### src/rtl/uart_pkg.sv
// Shared UART definitions: data width, FIFO sizing, bit timing and stage state codes.
package uart_pkg;

    localparam int unsigned UART_DATA_WIDTH  = 8;
    localparam int unsigned CLKS_PER_BIT     = 868;
    localparam int unsigned RX_FIFO_DEPTH    = 16;

    // State codes shared by the receiver and transmitter stages
    localparam logic [2:0] UART_ST_IDLE  = 3'd0;
    localparam logic [2:0] UART_ST_START = 3'd1;
    localparam logic [2:0] UART_ST_DATA  = 3'd2;
    localparam logic [2:0] UART_ST_STOP  = 3'd3;
    localparam logic [2:0] UART_ST_DONE  = 3'd4;

endpackage

### src/rtl/uart_fifo_mem.sv
// Register array: one synchronous write port, one asynchronous read port.
module uart_fifo_mem
    import uart_pkg::*;
#(
    parameter int unsigned DATA_WIDTH = UART_DATA_WIDTH,
    parameter int unsigned DEPTH      = RX_FIFO_DEPTH
) (
    input  logic                     clk,
    input  logic                     wr_en,
    input  logic [$clog2(DEPTH)-1:0] wr_addr,
    input  logic [DATA_WIDTH-1:0]    wr_data,
    input  logic [$clog2(DEPTH)-1:0] rd_addr,
    output logic [DATA_WIDTH-1:0]    rd_data
);

    logic [DATA_WIDTH-1:0] mem_q [DEPTH];
    logic [DATA_WIDTH-1:0] mem_d [DEPTH];

    // Next storage contents: only the addressed entry changes on a write
    always_comb begin
        mem_d = mem_q;
        if (wr_en) begin
            mem_d[wr_addr] = wr_data;
        end
    end

    // Storage register; deliberately not reset
    always_ff @(posedge clk) begin
        mem_q <= mem_d;
    end

    assign rd_data = mem_q[rd_addr];

endmodule

### src/rtl/uart_rx_fifo.sv
// Receive-side FWFT byte buffer with occupancy count and sticky overflow flag.
module uart_rx_fifo
    import uart_pkg::*;
#(
    parameter int unsigned DATA_WIDTH = UART_DATA_WIDTH,
    parameter int unsigned DEPTH      = RX_FIFO_DEPTH
) (
    input  logic                   clk,
    input  logic                   rst_n,
    input  logic                   rx_dv,
    input  logic [DATA_WIDTH-1:0]  rx_data,
    output logic [DATA_WIDTH-1:0]  m_data,
    output logic                   m_valid,
    input  logic                   m_ready,
    output logic [$clog2(DEPTH):0] count,
    output logic                   full,
    output logic                   empty,
    output logic                   overflow,
    input  logic                   clr_overflow
);

    localparam int unsigned ADDR_WIDTH = $clog2(DEPTH);

    localparam logic [ADDR_WIDTH-1:0] PTR_ONE  = ADDR_WIDTH'(1);
    localparam logic [ADDR_WIDTH:0]   CNT_ONE  = (ADDR_WIDTH + 1)'(1);
    localparam logic [ADDR_WIDTH:0]   CNT_FULL = (ADDR_WIDTH + 1)'(DEPTH);

    logic [ADDR_WIDTH-1:0] wr_ptr_q, wr_ptr_d;
    logic [ADDR_WIDTH-1:0] rd_ptr_q, rd_ptr_d;
    logic [ADDR_WIDTH:0]   count_q,  count_d;
    logic                  overflow_q, overflow_d;

    logic push;
    logic pop;
    logic drop;

    // Status flags come only from the registered count
    assign full     = (count_q == CNT_FULL);
    assign empty    = (count_q == '0);
    assign m_valid  = !empty;
    assign count    = count_q;
    assign overflow = overflow_q;

    // Handshake decode, pointer/count/flag next-state
    always_comb begin
        pop  = m_valid && m_ready;
        // A pop frees the slot this cycle, so a full FIFO still accepts the byte
        push = rx_dv && (!full || pop);
        drop = rx_dv && full && !pop;

        wr_ptr_d   = wr_ptr_q;
        rd_ptr_d   = rd_ptr_q;
        count_d    = count_q;
        overflow_d = overflow_q;

        if (push) begin
            wr_ptr_d = wr_ptr_q + PTR_ONE;
        end
        if (pop) begin
            rd_ptr_d = rd_ptr_q + PTR_ONE;
        end

        case ({push, pop})
            2'b10:   count_d = count_q + CNT_ONE;
            2'b01:   count_d = count_q - CNT_ONE;
            default: count_d = count_q;
        endcase

        // A drop in the same cycle as a clear leaves the flag set
        if (clr_overflow) begin
            overflow_d = 1'b0;
        end
        if (drop) begin
            overflow_d = 1'b1;
        end
    end

    // Control state registers with synchronous active-low reset
    always_ff @(posedge clk) begin
        if (!rst_n) begin
            wr_ptr_q   <= '0;
            rd_ptr_q   <= '0;
            count_q    <= '0;
            overflow_q <= 1'b0;
        end else begin
            wr_ptr_q   <= wr_ptr_d;
            rd_ptr_q   <= rd_ptr_d;
            count_q    <= count_d;
            overflow_q <= overflow_d;
        end
    end

    uart_fifo_mem #(
        .DATA_WIDTH (DATA_WIDTH),
        .DEPTH      (DEPTH)
    ) u_mem (
        .clk     (clk),
        .wr_en   (push && rst_n),
        .wr_addr (wr_ptr_q),
        .wr_data (rx_data),
        .rd_addr (rd_ptr_q),
        .rd_data (m_data)
    );

endmodule

### config.mk
export PLATFORM = sky130hd
export DESIGN_NAME = uart_rx_fifo
export DESIGN_NICKNAME = d
export VERILOG_FILES = /design/src/rtl/uart_pkg.sv /design/src/rtl/uart_fifo_mem.sv /design/src/rtl/uart_rx_fifo.sv
export SDC_FILE = /design/constraint.sdc
export NUM_CORES = 1
export LEC_CHECK = 0
export BUFFER_PORTS_ARGS = -buffer_cell sky130_fd_sc_hd__buf_4
export CAP_MARGIN = 20
export CELL_PAD_IN_SITES_DETAIL_PLACEMENT = 1
export CELL_PAD_IN_SITES_GLOBAL_PLACEMENT = 1
export CORE_MARGIN = 8
export CORE_UTILIZATION = 56
export DETAILED_ROUTE_END_ITERATION = 12
export HOLD_SLACK_MARGIN = 0.03
export PLACE_DENSITY = 0.84
export SYNTH_ARGS = -nofsm -noshare
export SYNTH_HDL_FRONTEND = slang
export SYNTH_SLANG_ARGS = --single-unit
### constraint.sdc
create_clock -name clk -period 7.6 [get_ports clk]
set_clock_uncertainty 0.05 [all_clocks]
set_input_delay 0 -clock clk [delete_from_list [all_inputs] [get_ports clk]]
set_output_delay 0 -clock clk [all_outputs]
set_load 0.02 [all_outputs]
## Word level (Yosys, flattened, before mapping)

Index checks and enable logic that the tools add are counted.

| word-level totals | value |
|---|---|
| register bits after elaboration | 142 |
| output and inout port bits | 17 |
| input bits | 13 |

| operators by class | value |
|---|---|
| bitwise logic cells | 2 |
| reduce and logical (&&, ||, !) cells | 13 |
| order comparisons | 3 |
| add/subtract/negate cells | 4 |
| equality and inequality tests | 3 |
| mux-type cells | 9 |

Operators with widths:

| cell | number |
|---|---|
| $bwmux W128 | 1 |
| $bmux W8 S4 | 1 |
| $demux W8 S4 | 1 |
| $mux W8 | 3 |
| $ge A5 B5 Y1 const B | 2 |
| $not A4 Y5 | 2 |
| $pmux W5 S2 | 1 |
| $add A4 B1 Y4 const B | 2 |
| $logic_and A1 B1 Y1 | 6 |
| $add A5 B1 Y5 const B | 1 |
| $eq A5 B5 Y1 const B | 1 |
| $logic_not A5 Y1 | 1 |
| $lt A5 B1 Y1 const B | 1 |
| $sub A5 B1 Y5 const B | 1 |
| $reduce_bool A2 Y1 | 2 |
| $logic_not A1 Y1 | 3 |
| $eq A2 B1 Y1 const B | 1 |
| $eq A2 B2 Y1 const B | 1 |
| $mux W1 | 2 |
| $logic_or A1 B1 Y1 | 1 |

## Logic depth before layout (Yosys ltp)

| depth | value |
|---|---|
| word-level depth | 7 |
| gate-level depth with buffers | 10 |
| depth with buffers taken out | 9 |

## By module

A second synthesis with hierarchy kept.

| unflattened totals | value |
|---|---|
| cells, all modules | 317 |
| area total of the unflattened synthesis | 5836.8 sq um |

Modules (own cells, without submodules):

| module | cells an instance | seq. area each (sq um) | area an instance (sq um) | times used |
|---|---|---|---|---|
| uart_fifo_mem | 226 | 3843.7 | 5009.8 | 1 |
| uart_rx_fifo | 91 | 280.3 | 827.0 | 1 |

## Least setup slack after synthesis

No wires, ideal clock.

| timing path | value |
|---|---|
| path kind | flip-flop to flip-flop |
| from | register count_q[0], in the netlist count[0] |
| to | register count_q[4], in the netlist count[4] |
| data required time | 7478 ps |
| cell stages (with the launch flop) | 11 |
| period minus slack after synthesis | 2828 ps |
| arrival time | 2706 ps |
| buffers on the path | 1 |
| library setup time | 72 ps |
| slack | 4772 ps |
| cells stage by stage | dfxtp_1 > or4_4 > buf_6 > o21ai_2 > inv_1 > ha_1 > fa_1 > a21o_1 > a21oi_1 > mux2i_1 > mux2i_1 |

| on the way | value |
|---|---|
| word-level cells in the longest chain between the ends | 7 |
| elaborated cells between the ends (all ways) | 13 |

RTL lines:

| item | RTL line | RTL |
|---|---|---|
| start, declared | uart_rx_fifo.sv:30 | `logic [ADDR_WIDTH:0] count_q, count_d;` |
| start signal, assigned | uart_rx_fifo.sv:88 | `count_q <= count_d;` |
| $logic_not A5 Y1 (*) | uart_rx_fifo.sv:39 | `assign empty = (count_q == '0);` |
| $logic_not A1 Y1 (*) | uart_rx_fifo.sv:40 | `assign m_valid = !empty;` |
| $logic_and A1 B1 Y1 (*) | uart_rx_fifo.sv:46 | `pop = m_valid && m_ready;` |
| net pop | uart_rx_fifo.sv:34 | `logic pop;` |
| $logic_or A1 B1 Y1 | uart_rx_fifo.sv:48 | `push = rx_dv && (!full \|\| pop);` |
| $logic_and A1 B1 Y1 | uart_rx_fifo.sv:48 |  |
| $eq A2 B1 Y1 or $eq A2 B2 Y1 (tied branches) | uart_rx_fifo.sv:63 | `case ({push, pop})` |
| $pmux W5 S2 or $reduce_bool A2 Y1 (tied branches) | -- |  |

The timed path passes the listed nets; every way through them passes the cells marked *.
A chain may end at the register's enable or synchronous reset.

## Final worst setup path

| timing path | value |
|---|---|
| from | register rd_ptr_q[1] |
| to | output m_data[6] |

| on the way | value |
|---|---|
| word-level cells in the longest chain between the ends | 4 |

RTL lines:

| item | RTL line | RTL |
|---|---|---|
| start, declared | uart_rx_fifo.sv:29 | `logic [ADDR_WIDTH-1:0] rd_ptr_q, rd_ptr_d;` |
| start signal, assigned | uart_rx_fifo.sv:87 | `rd_ptr_q <= rd_ptr_d;` |
| $not A4 Y5 (not written as such) | uart_fifo_mem.sv:32 | `assign rd_data = mem_q[rd_addr];` |
| $bmux W8 S4 | uart_fifo_mem.sv:32 |  |
| $mux W8 (not written as such) (2 in series) | uart_fifo_mem.sv:32 |  |
| end, declared | uart_rx_fifo.sv:12 | `output logic [DATA_WIDTH-1:0] m_data,` |

No other way between the ends. The select of a mux whose other input is x is not followed.

==> results.cfg <==
[timing]
slew_violations = 0
clock.fmax_mhz = 311
finalHoldViolCount = 0
setup_viol = 0
fin_crit_sh = 0.423
slew_headroom = 0.339
rsz0062_at_grt = no
tightest_slew_ps = 988
tns_ps = 0
min_period_ps = 3220

[clock_network]
ctsResizeCount = 0
ctsHoldBuffers = 15
insertion_delay_ps = 530
clk_path_buf_depth = 2
root_buffer = clkbuf_8
post_cts.repair.setup_buffers = 0
htree_levels = 4
cts_tree = yes
cts.sinks = 142
numCtsBuffers = 17
clk_pin_slew_worst_paths_ps = 60

[logic_synthesis]
yosysWarnings = 0
synth_seq_area_share = 0.709
syn_area_per_cell_um2 = 17.0
ys_seq_elements = 142
syn_nets = 365
synth.cell_area_mm2 = 0.00581
synthCells = 342
synth_cell_type_count = 35

[pwr]
vdd_ir_drop_max_uv = 228
leakage_uw = 0.00232
p_per_area_mw_per_mm2 = 326
total_power_uw = 2240

[floorplan]
top_level_ports = 30
start_util = 0.571
die-area_mm2 = 0.0139
core-area_mm2 = 0.0102
rows = 37
die_h_um = 118
die_x_um = 118

[detailed_routing]
dr.pass1.iters = 5
wl_um = 13400
drt-vias-per-instance = 6.04
ant_nets = 0
routedWlPerCell_um = 24.9
drc = 0
num_vias = 3261
drtIter0Drc = 249

[critical_path]
cp-end-kind = primary output
critPathLaunchType = flip-flop
crit_arrival_ps = 3170
worstPathRequired_ps = 7550
r2r_setup_slack_ps = 4560
critPathMaxFanout = 20
rr_worst_depth = 9
timing.rr.start = count[0]$_SDFFE_PN0P_
path_class = flip-flop to primary output
reg2reg_to = count[4]$_SDFFE_PN0P_

[global_route]
antenna_found_initial = 0
first_global_vias = 3487
gr-total-overflow = 0
grt_use_total = 0.202
grt_pass1_wl_um = 20800
grt_max_degree = 52

[placed_design]
dp.final_hpwl_um = 8260
port_buffers = 29
gp_congestion = 0.808

[job]
drv_cap = 0

[worst_hold_path]
worstHoldStart = rx_data[7]
hold_path_class = input pin to flip-flop
hold_depth = 2
min_to = u_mem.mem_q[39]$_DFFE_PP_

[status]
status = finished clean

[layout]
n_antenna_cell = 0
layout-drive-gt1-share = 0.210
fin_nets = 415
syn2layout_area_growth_pct = 18.5
-- per-layer routing --
| layer | GRT usage | share of wire |
|---|---|---|
| met4 | 0.0761 | 0.015 |
| met1 | 0.244 | 0.42 |
| met5 | 0 | 0 |
| met3 | 0.0542 | 0.050 |
| met2 | 0.340 | 0.51 |
-- flip-flops by register name (all words and copies together), names as in the netlist --
register     cells
u_mem.mem_q    128
count            5
rd_ptr_q         4
wr_ptr_q         4
overflow         1
-- cells in the mapped netlist --
master	instances	area, um^2
edfxtp_1	128	3840
mux2i_1	37	370
a221oi_1	16	140
mux4_2	16	360
nand2_1	16	60.1
nor2_1	15	56.3
dfxtp_1	14	280
clkbuf_1	11	41.3
o21ai_0	11	55.1
ha_1	9	113
a22oi_1	8	60.1
and2_1	8	50.1
buf_2	7	35.0
xnor2_1	7	61.3
inv_1	6	22.5
nor2b_1	5	31.3
nand2b_1	4	25.0
nor3_1	4	20.0
a21o_1	2	15.0
a21oi_1	2	10.0
nand3_1	2	10.0
a21boi_0	1	7.51
a21boi_1	1	7.51
buf_6	1	11.3
fa_1	1	20.0
nand3b_1	1	7.51
o2111ai_1	1	8.76
o211ai_1	1	7.51
o21ai_2	1	8.76
o311a_1	1	10.0
o311ai_2	1	16.3
o31ai_4	1	21.3
or3_1	1	6.26
or4_4	1	11.3
xor2_1	1	8.76
-- through the flow --
step	instances	hold slack [ps]	instance area, um^2	util	setup WS (ps)
final	540	281	6890	0.677	4380
after detailed placement	494	237	6160	0.605	4660
after global routing	540	294	6890	0.677	4250
after CTS	540	268	6890	0.677	4380
after global placement	494	220	6160	0.605	4760
after floorplan	342	48.9	5810	-	4770
-- kinds of logic after synthesis --
| kind of cell | after synthesis | synth area share |
|---|---|---|
| AOI/OAI and AO/OA | 47 | 0.0633 |
| xor gates and xnor gates | 8 | 0.0121 |
| adders and majority gates | 10 | 0.0228 |
| buffers and inverters | 25 | 0.0189 |
| DFF | 142 | 0.709 |
| muxes | 53 | 0.126 |
| and+or+nand+nor | 57 | 0.0478 |
-- where the power goes --
group	internal [uW]	total, uW	switching [uW]
logic	238	529	291
clock network	497	808	311
registers	875	907	31.5
total	1610	2240	633
-- cells in the final DEF (no fill, tap or decap), types with 6 or more instances in the layout --
| cell | n |
|---|---|
| edfxtp_1 | 128 |
| and2_1 | 8 |
| mux4_2 | 16 |
| clkbuf_16 | 16 |
| nor2_1 | 15 |
| ha_1 | 9 |
| nand2_1 | 16 |
| inv_1 | 6 |
| a22oi_1 | 8 |
| o21ai_0 | 11 |
| dfxtp_1 | 13 |
| a221oi_1 | 16 |
| dlygate4sd3_1 | 15 |
| mux2i_1 | 37 |
| xnor2_1 | 7 |
| buf_4 | 35 |
-- worst max-delay path by stage --
stage	slack, ps	depth (start not counted)	start	to
floorplan	4770	10	count[0]$_SDFFE_PN0P_	count[4]$_SDFFE_PN0P_
global placement	4760	8	count[0]$_SDFFE_PN0P_	count[4]$_SDFFE_PN0P_
detailed placement	4660	8	count[0]$_SDFFE_PN0P_	count[4]$_SDFFE_PN0P_
CTS	4380	5	rd_ptr_q[1]$_SDFFE_PN0P_	m_data[2]
global route	4250	5	rd_ptr_q[1]$_SDFFE_PN0P_	m_data[6]
finish	4380	5	rd_ptr_q[1]$_SDFFE_PN0P_	m_data[6]
-- cell type report --
cell class              count  area, um^2
fillers                   887        3290
multi-input cells         175        1580
clock buffers              17         414
well taps                 136         170
inverters                   6        22.5
flip-flops and latches    142        4130
clock inverters            14         166
repair buffers             50         413
-- critical path: stages, from the launching register on --
cell and delay (ps):
dfxtp_1 970, and2_1 780, a221oi_1 280, o21ai_0 320, nand2_1 120, buf_4 170
Power figures use the tool's default switching activity.
